--- src/rtl/pzcorebus_error_slave.sv ---
// Terminating pzcorebus slave: accepts every command, drains write data and answers with error responses.
// Define PZCOREBUS_ERROR_SLAVE_COUNTER_EN to add the saturating o_command_count accepted-command counter.
module pzcorebus_error_slave #(
  parameter int                    ID_WIDTH            = 8,
  parameter int                    ADDRESS_WIDTH       = 32,
  parameter int                    MAX_LENGTH          = 32,
  parameter int                    LENGTH_WIDTH        = (MAX_LENGTH > 1) ? $clog2(MAX_LENGTH) : 1,
  parameter int                    DATA_WIDTH          = 64,
  parameter int                    UNIT_DATA_WIDTH     = 32,
  parameter int                    REQUEST_INFO_WIDTH  = 4,
  parameter int                    RESPONSE_INFO_WIDTH = 4,
  parameter bit                    SERROR              = 1'b1,
  parameter logic [DATA_WIDTH-1:0] DUMMY_DATA          = '0
)(
  input  logic                           i_clk,
  input  logic                           i_rst_n,
  input  logic                           mcmd_valid,
  output logic                           scmd_accept,
  input  logic [3:0]                     mcmd,
  input  logic [ID_WIDTH-1:0]            mid,
  input  logic [ADDRESS_WIDTH-1:0]       maddr,
  input  logic [LENGTH_WIDTH-1:0]        mlength,
  input  logic [REQUEST_INFO_WIDTH-1:0]  minfo,
  input  logic                           mdata_valid,
  output logic                           sdata_accept,
  input  logic [DATA_WIDTH-1:0]          mdata,
  input  logic [DATA_WIDTH/8-1:0]        mdata_byteen,
  input  logic                           mdata_last,
  output logic                           sresp_valid,
  input  logic                           mresp_accept,
  output logic [1:0]                     sresp,
  output logic [ID_WIDTH-1:0]            sid,
  output logic                           serror,
  output logic [DATA_WIDTH-1:0]          sdata,
  output logic [RESPONSE_INFO_WIDTH-1:0] sinfo,
  output logic                           sresp_uniq,
`ifdef PZCOREBUS_ERROR_SLAVE_COUNTER_EN
  output logic [15:0]                    o_command_count,
`endif
  output logic                           sresp_last
);
  // Command encoding: bit 3 = non-posted, bit 2 = carries write data.
  localparam int         NON_POSTED_BIT = 3;
  localparam int         WITH_DATA_BIT  = 2;
  localparam logic [3:0] CMD_READ       = 4'b1001;

  localparam logic [1:0] RESP_NULL      = 2'b00;
  localparam logic [1:0] RESP_NO_DATA   = 2'b01;
  localparam logic [1:0] RESP_WITH_DATA = 2'b11;

  localparam int WORDS       = DATA_WIDTH / UNIT_DATA_WIDTH;
  localparam int WORDS_SHIFT = (WORDS > 1) ? $clog2(WORDS) : 0;
  localparam int COUNT_WIDTH = LENGTH_WIDTH + 1;
  localparam int UNITS_WIDTH = COUNT_WIDTH + 1;

  localparam logic [COUNT_WIDTH-1:0] ONE_BEAT  = 1;
  localparam logic [COUNT_WIDTH-1:0] TWO_BEATS = 2;

  typedef logic [UNITS_WIDTH-1:0] units_t;
  typedef enum logic [1:0] {IDLE, DRAIN, RESPOND} state_e;

  state_e                 state;
  logic                   non_posted_q;
  logic [COUNT_WIDTH-1:0] beat_count;
  units_t                 length_units;
  logic [COUNT_WIDTH-1:0] read_beats;
  logic                   cmd_ack;
  logic                   data_ack;

  assign cmd_ack    = mcmd_valid && scmd_accept;
  assign data_ack   = mdata_valid && sdata_accept;
  assign sinfo      = '0;
  assign sresp_uniq = 1'b0;

  // Address, info and write payload are never inspected; an error slave only counts beats.
  logic unused_inputs;
  assign unused_inputs = ^{maddr, minfo, mdata, mdata_byteen};

  // mlength==0 encodes MAX_LENGTH; beats = ceil(units / words-per-beat).
  // NOTE: every always_comb output is assigned unconditionally so no latch can be inferred.
  always_comb begin
    length_units = (mlength == '0) ? units_t'(MAX_LENGTH) : units_t'(mlength);
    read_beats   = COUNT_WIDTH'((length_units + units_t'(WORDS - 1)) >> WORDS_SHIFT);
  end

  // NOTE: sequential state uses non-blocking assignments so every flop samples pre-edge values.
  always_ff @(posedge i_clk or negedge i_rst_n) begin
    if (!i_rst_n) begin
      state        <= IDLE;
      scmd_accept  <= 1'b1;
      sdata_accept <= 1'b0;
      sresp_valid  <= 1'b0;
      sresp        <= RESP_NULL;
      sid          <= '0;
      serror       <= 1'b0;
      sdata        <= '0;
      sresp_last   <= 1'b0;
      beat_count   <= '0;
      non_posted_q <= 1'b0;
    end else begin
      case (state)
        IDLE: begin
          scmd_accept <= 1'b1;
          if (cmd_ack) begin
            // Response fields are loaded at acceptance so RESPOND only has to raise sresp_valid.
            scmd_accept  <= 1'b0;
            non_posted_q <= mcmd[NON_POSTED_BIT];
            sid          <= mid;
            serror       <= SERROR;
            if (mcmd == CMD_READ) begin
              sresp      <= RESP_WITH_DATA;
              sdata      <= DUMMY_DATA;
              beat_count <= read_beats;
              sresp_last <= (read_beats == ONE_BEAT);
            end else begin
              sresp      <= RESP_NO_DATA;
              beat_count <= ONE_BEAT;
              sresp_last <= 1'b1;
            end
            if (mcmd[WITH_DATA_BIT]) begin
              state        <= DRAIN;
              sdata_accept <= 1'b1;
            end else if (mcmd[NON_POSTED_BIT]) begin
              state       <= RESPOND;
              sresp_valid <= 1'b1;
            end
          end
        end
        DRAIN: begin
          if (data_ack && mdata_last) begin
            sdata_accept <= 1'b0;
            if (non_posted_q) begin
              state       <= RESPOND;
              sresp_valid <= 1'b1;
            end else begin
              state       <= IDLE;
              scmd_accept <= 1'b1;
            end
          end
        end
        RESPOND: begin
          if (mresp_accept) begin
            if (beat_count == ONE_BEAT) begin
              state       <= IDLE;
              sresp_valid <= 1'b0;
              sresp       <= RESP_NULL;
              sresp_last  <= 1'b0;
              scmd_accept <= 1'b1;
            end else begin
              beat_count <= beat_count - ONE_BEAT;
              sresp_last <= (beat_count == TWO_BEATS);
            end
          end
        end
        default: state <= IDLE;
      endcase
    end
  end

`ifdef PZCOREBUS_ERROR_SLAVE_COUNTER_EN
  always_ff @(posedge i_clk or negedge i_rst_n) begin
    if (!i_rst_n) begin
      o_command_count <= '0;
    end else if (cmd_ack && (o_command_count != 16'hFFFF)) begin
      o_command_count <= o_command_count + 16'd1;
    end
  end
`endif

endmodule

--- config.mk ---
export PLATFORM = sky130hd
export DESIGN_NAME = pzcorebus_error_slave
export DESIGN_NICKNAME = d
export VERILOG_FILES = /design/src/rtl/pzcorebus_error_slave.sv
export SDC_FILE = /design/constraint.sdc
export NUM_CORES = 1
export LEC_CHECK = 0
export ABC_AREA = 1
export CAP_MARGIN = 40
export CELL_PAD_IN_SITES_DETAIL_PLACEMENT = 0
export CELL_PAD_IN_SITES_GLOBAL_PLACEMENT = 1
export CORE_ASPECT_RATIO = 1.4
export CORE_MARGIN = 3
export CORE_UTILIZATION = 16
export CTS_BUF_LIST = sky130_fd_sc_hd__clkbuf_4
export DETAILED_ROUTE_END_ITERATION = 8
export GPL_TIMING_DRIVEN = 0
export PLACE_DENSITY_LB_ADDON = 0.1
export SETUP_SLACK_MARGIN = 0.3
export SLEW_MARGIN = 10
export SYNTH_ARGS = -nofsm -noshare
export SYNTH_HDL_FRONTEND = slang
export SYNTH_SLANG_ARGS = --single-unit
--- constraint.sdc ---
create_clock -name i_clk -period 1.37 [get_ports i_clk]
set_input_delay 0.274 -clock i_clk [delete_from_list [all_inputs] [get_ports i_clk]]
set_output_delay 0.274 -clock i_clk [all_outputs]
set_load 0.02 [all_outputs]
==> results.toml, run 1 <==
[logic_synthesis]
avgSynthCellArea_um2 = 7.55
synth_seq_area_share_pct = 30.4
ys_seq_elements = 24
async_flop_share_pct = 100
synth-simple-area-share_pct = 21.3
yosysWarnings = 0
synthMuxAreaShare_pct = 0
synth-compound-area-share_pct = 9.49
synth_cell_type_count = 33
synth_top_area_share_pct = 29.1
synthAdderAreaFrac_pct = 5.06
syn-instance-count = 262
yosysMostFrequentCell = "buf_4"
synth_top_family_by_area = "buffers and inverters"
syn_area_mm2 = 0.00198
synth-xor-area-share_pct = 0.886
synthTopCellsByArea = "dfrtp_1, buf_4, nand2_1"
synth_flop_cell = "dfrtp_1"
synth_edf_count = 0
yosysTopAreaCell = "dfrtp_1"
synth_common_cells = "buf_4, nand2_1, dfrtp_1"

[final_layout]
antenna_cells = 0
utilization_pct = 27.2
final_layout_size_suffix_gt1_share_pct = 39.3
fillCellCount = 1351
regArea_um2 = 603
multi_input_area_mm2 = 0.00110
final_nets = 540
fin_cells = 547
syn_to_final_growth_pct = 64.3

[global_route]
grtUsageMet2_pct = 12.5
use_met1_pct = 9.33
gr-usage-met3_pct = 1.01
busiest_layer = "met2"
grt_max_degree = 15
overflow = 0
track_usage_pct = 7.27
grt_pass1_wl_mm = 7.96
antenna_found_initial = 0
grt_pass1_vias = 1638

[worst_setup_path]
critPathCaptureType = "register"
cp_max_fo = 6
critPathKind = "reg2reg"
worstSetupStartpointType = "register"
cpMaxStageDelayCell = "dfrtp_1"
crit-reg2reg-launch = "state[0]"
path_common_cell = "nor2_4"
cp_cell_sequence = "inv_2 > ha_4 > buf_8 > inv_8 > nor2_4 > inv_4 > o211ai_4 > nor2_4 > buf_4 > nor2_1 > a31oi_1"
critical_path_arrival_ns = 1.80
crit_start = "state[0]"
cp_num_buf_inv = 5
max_stage_delay_ns = 0.43
cp.required_ns = 1.60
crit_family = "buffers and inverters"

[floorplan]
die_w_um = 100
design.core.area_mm2 = 0.0119
dieArea_mm2 = 0.0138
rows = 47
die-height_um = 138
initial_utilization_pct = 16.6
pin_count = 215

[placement]
gp_congestion = 0.706
port_buffers = 37
place_ws_ns = -0.510
placed_cells = 515
dp_hpwl_mm = 4.19

[drt]
first_pass_iters = 4
drc = 0
drt_iter0_drc = 25
drtAntennaViolNets = 0
avgViaCountPerCell = 3.30
wl_per_cell_um = 9.70
drt_wl_total_mm = 5.31
vias = 1804

[sta]
hold_viol = 0
fin_setup_tns_ns = -2.71
finalSetupViolations = 24
setup_ws_ns = -0.197
rsz0062_at_grt = "yes"
fin_crit_ns = 1.57
fmax_mhz = 638
slew-limit-headroom_pct = 55.3
fin_worst_skew_ns = 0.00369
period_share_pct = 114
slew_violations = 0
max_slew.worst_pin.slew_ns = 0.669

[clock_tree]
clk_root_buffer_cell = "clkbuf_4"
clk_latency_ns = 0.33
cts_hold_buf = 0
cts.path.max_buffers = 2
cts_made_buffers = 3
cts_htree_levels = 1
clk_pin_slew_ns = 0.15
clock-sinks = 24
cts_tree = "built"

[min_path]
hold_path.class = "in2async"

[run_status]
violations = "setup timing"
status = "finished, violations left"

[power]
p_leak_nw = 1.76
ir_drop_uv = 456
p_per_area_mw_per_mm2 = 1690

[flow_run]
max_cap_viol_count = 0
-- flip-flops by register name (all words and copies together) (netlist names) --
| register | count |
|---|---|
| sdata_accept | 1 |
| serror | 1 |
| sresp | 2 |
| sresp_last | 1 |
| sid | 8 |
| sresp_valid | 1 |
| non_posted_q | 1 |
| scmd_accept | 1 |
| state | 2 |
| beat_count | 6 |
-- logic make-up after synthesis --
logic type | Yosys count
other | 1
adder cells (fa/ha/maj) | 8
AO/OA/AOI/OAI | 30
buffers and inverters | 98
flip-flops | 24
XOR/XNOR | 2
AND/OR/NAND/NOR | 99
-- layout by cell type, fill, tap and decap left out, types with 3 or more instances in the layout --
master | synthesis | routed
buf_4 | 70 | 92
conb_1 | 1 | 69
nand2_1 | 64 | 60
dfrtp_1 | 23 | 22
clkdlybuf4s50_1 | 0 | 20
buf_6 | 1 | 19
inv_1 | 21 | 17
nor2_1 | 16 | 13
o21ai_1 | 8 | 12
nand3_1 | 8 | 6
a21oi_1 | 6 | 6
inv_2 | 2 | 5
nor2_4 | 2 | 4
nand2_2 | 1 | 4
ha_1 | 8 | 4
nor2_2 | 2 | 3
o21ai_2 | 2 | 3
ha_4 | 0 | 3
clkbuf_4 | 0 | 3
-- stage by stage --
stage | hold slack [ns] | area (um^2) | power [mW]
final | 0.327 | 3250 | 5.50
after global routing | 0.352 | 3250 | 5.97
after CTS | 0.335 | 3080 | 5.12
after detailed placement | 0.466 | 2810 | 3.94
after global placement | 0.464 | 2790 | 3.94
after floorplan | -0.0216 | 2240 | 3.06
-- routing by layer --
metal | share of wire [%] | wire length (um)
met1 | 42 | 2210
met2 | 49 | 2580
met3 | 8.6 | 454
met4 | 1.1 | 61
met5 | 0 | 0
-- cell type report --
type	instances	area share, %
multi-input combinational	208	33.7
timing repair buffer	66	20.2
sequential	24	18.6
buffer	73	17.0
tap	147	5.66
inverter	25	3.27
clock inverter	1	0.924
clock buffer	3	0.693
-- report_power, final --
group	internal, mW	switching (mW)	total, mW	leakage, nW
Sequential	1.03	0.264	1.29	0.289
Clock	0.296	0.247	0.543	0.0279
Combinational	1.81	1.85	3.66	1.45
Total	3.14	2.36	5.50	1.76
-- path summary, 6_finish.rpt --
check	depth (start not counted)	slack, ns	end
max	11	-0.20	beat_count[4]
min	1	0.33	sid[3]
max reg2reg	11	-0.20	beat_count[4]
min reg2reg	1	0.52	serror
max in group asynchronous	2	0.52	sresp[1]
min in group i_clk	6	0.44	beat_count[4]
-- repair_timing --
item / in CTS / in global routing
gates cloned: 0 / 1
endpoints found under the setup margin: 39 / 39
buffers inserted: 18 / 9
resized for setup: 102 / 31
pin swaps: 6 / 9
No activity file was read; power rests on OpenSTA's default activity.
==> run 2, diff against run 1 <==
--- a/config.mk
+++ b/config.mk
@@ -5,13 +5,12 @@
 export SDC_FILE = /design/constraint.sdc
 export NUM_CORES = 1
 export LEC_CHECK = 0
-export ABC_AREA = 1
 export CAP_MARGIN = 40
 export CELL_PAD_IN_SITES_DETAIL_PLACEMENT = 0
 export CELL_PAD_IN_SITES_GLOBAL_PLACEMENT = 1
-export CORE_ASPECT_RATIO = 1.4
-export CORE_MARGIN = 3
-export CORE_UTILIZATION = 16
+export CORE_ASPECT_RATIO = 0.8
+export CORE_MARGIN = 2
+export CORE_UTILIZATION = 17
 export CTS_BUF_LIST = sky130_fd_sc_hd__clkbuf_4
 export DETAILED_ROUTE_END_ITERATION = 8
 export GPL_TIMING_DRIVEN = 0
==> results.toml, run 2 <==
[worst_setup_path]
crit_start = "beat_count[5]"
cp_max_fo = 3
critPathCaptureType = "register"
cpMaxStageDelayCell = "or4_4"
cp.required_ns = 1.63
crit-reg2reg-launch = "beat_count[5]"
cp_cell_sequence = "or4_4 > or4b_4 > and3_4 > a211oi_2"
critical_path_arrival_ns = 2.17
cp_num_buf_inv = 0
worstSetupStartpointType = "register"
max_stage_delay_ns = 0.58
critPathKind = "reg2reg"
crit_family = "simple AND/OR/NAND/NOR gates"

[final_layout]
largestRegisters = "sid x8, beat_count x6"
utilization_pct = 29.0
largest_reg_flops = 8
final_cell_mix = "buf_4, conb_1, dfrtp_1, buf_6, clkdlybuf4s50_1"
final_layout_size_suffix_gt1_share_pct = 44.8
final_nets = 497
antenna_cells = 0
syn_to_final_growth_pct = 67.4
top_register = "sid"
layout_commonest_cell = "buf_4"
fillCellCount = 1240
fin_cells = 505

[global_route]
track_usage_pct = 7.75
antenna_found_initial = 0
grt_pass1_vias = 1497
grt_max_degree = 25
overflow = 0
grt_pass1_wl_mm = 7.76

[clock_tree]
cts.path.max_buffers = 2
cts_made_buffers = 3
clk_root_buffer_cell = "clkbuf_4"
clk_latency_ns = 0.33
cts_tree = "built"
clk_pin_slew_ns = 0.16
cts_htree_levels = 1
clock-sinks = 24

[run_status]
violations = "setup timing"
status = "finished, violations left"

[floorplan]
design.core.area_mm2 = 0.0114
dieArea_mm2 = 0.0125
initial_utilization_pct = 17.3
pin_count = 215
die-height_um = 100
rows = 35
die_w_um = 125

[sta]
slew-limit-headroom_pct = 57.0
fin_setup_tns_ns = -7.44
period_share_pct = 140
hold_viol = 0
finalSetupViolations = 24
slew_violations = 0
fmax_mhz = 522
fin_worst_skew_ns = 0.0112
max_slew.worst_pin.slew_ns = 0.645
fin_crit_ns = 1.92
rsz0062_at_grt = "yes"
setup_ws_ns = -0.547

[drt]
drc = 0
vias = 1740
avgViaCountPerCell = 3.45
wl_per_cell_um = 10.2
drt_wl_total_mm = 5.13
first_pass_iters = 4
drtAntennaViolNets = 0
drt_iter0_drc = 25

[placement]
placed_cells = 471
gp_congestion = 0.682
dp_hpwl_mm = 3.69
place_ws_ns = -0.702
port_buffers = 36

[power]
combPwrFrac_pct = 69.1
clkPwrFrac_pct = 9.1
internal_power_mw = 3.59
pwr-share-seq_pct = 21.8
switching_share_pct = 39.6
p_leak_nw = 1.70
p_sw_mw = 2.35
ir_drop_uv = 574
p_per_area_mw_per_mm2 = 1790
finalPower_mw = 5.94

[logic_synthesis]
async_flop_share_pct = 100
synth_edf_count = 0
synthTopCellsByArea = "dfrtp_1, buf_4, mux2_2"
synth_flop_cell = "dfrtp_1"
synth_seq_area_share_pct = 30.4
ys_seq_elements = 24
yosysWarnings = 0
synth_top_area_share_pct = 29.1
synth_cell_type_count = 50
synth_common_cells = "buf_4, dfrtp_1, nand2_1"
syn-instance-count = 218
avgSynthCellArea_um2 = 9.07
syn_area_mm2 = 0.00198
yosysMostFrequentCell = "buf_4"
yosysTopAreaCell = "dfrtp_1"

[min_path]
hold_path.class = "in2async"

[flow_run]
max_cap_viol_count = 0
-- run 2: changes by cell type in the layout (fill, tap and decap cells not counted), moves of 3 or more --
cell | before | now
o21ai_1 | 12 | 3
nand2_1 | 60 | 11
nor2_1 | 13 | 5
inv_1 | 17 | 6
nor2_2 | 3 | 0
inv_2 | 5 | 1
mux2_4 | 0 | 10
nand2_2 | 4 | 1
nor2_4 | 4 | 0
o21a_1 | 0 | 4
nand3b_1 | 0 | 3
-- run 2: cell type report --
type                    instances  area, um^2  area share [%]
multi-input cells             179        1220            36.7
repair buffers                 66         634            19.2
flip-flops and latches         24         603            18.2
plain buffers                  75         581            17.5
well taps                     148         185            5.59
inverters                       9        38.8            1.17
clock inverters                 1        30.0           0.907
clock buffers                   3        22.5           0.680
-- run 2: final timing paths --
path	slack (ns)	to	cells after the start
max	-0.55	sresp_last	4
min	0.47	non_posted_q	2
max reg2reg	-0.55	sresp_last	4
min reg2reg	0.55	serror	1
max in group asynchronous	0.42	beat_count[3]	2
min in group i_clk	0.50	beat_count[2]	3
-- run 2: per-layer routing --
layer	track usage, %	share of wire [%]	vias to the layer above	routed length (um)
met3	1.70	7.0	2	361
met5	0	0	-	0
li1	-	-	894	-
met2	11.6	40	75	2070
met1	11.6	52	769	2680
met4	1.04	0.37	0	19
-- run 2: metrics by stage --
step | hold WS (ns) | area (um^2)
global placement | 0.448 | 2880
floorplan | -0.0216 | 2330
global route | 0.504 | 3310
finish | 0.466 | 3310
detailed placement | 0.336 | 2880
CTS | 0.471 | 3210
-- run 2: power groups by stage --
stage	logic, mW	registers (mW)	clock network [mW]
floorplan	1.85	1.51	0
global placement	2.94	1.31	0
detailed placement	2.93	1.31	0
CTS	3.83	1.30	0.583
global route	4.42	1.34	0.605
finish	4.10	1.30	0.540
-- run 2: logic make-up (layout without fill, tap and decap cells) --
family                   Yosys count  count (layout)  share of synthesized area (%)
AO/OA/AOI/OAI                     38              38                           13.7
XOR/XNOR                           3               3                           1.33
adder cells (fa/ha/maj)            8               8                           5.06
buffers and inverters             84             154                           29.1
flip-flops                        24              24                           30.4
multiplexers                      11              11                           6.26
other                              1              69                          0.190
AND/OR/NAND/NOR                   49              50                           13.9
-- run 2: what timing repair did --
item / 4_1_cts / 5_1_grt
gates cloned: 2 / 0
hold endpoints to repair: 23 / 0
hold buffers: 1 / 0
buffers inserted: 19 / 8
gates resized for setup: 115 / 8
endpoints found under the setup margin: 39 / 39
pin swaps: 3 / 3
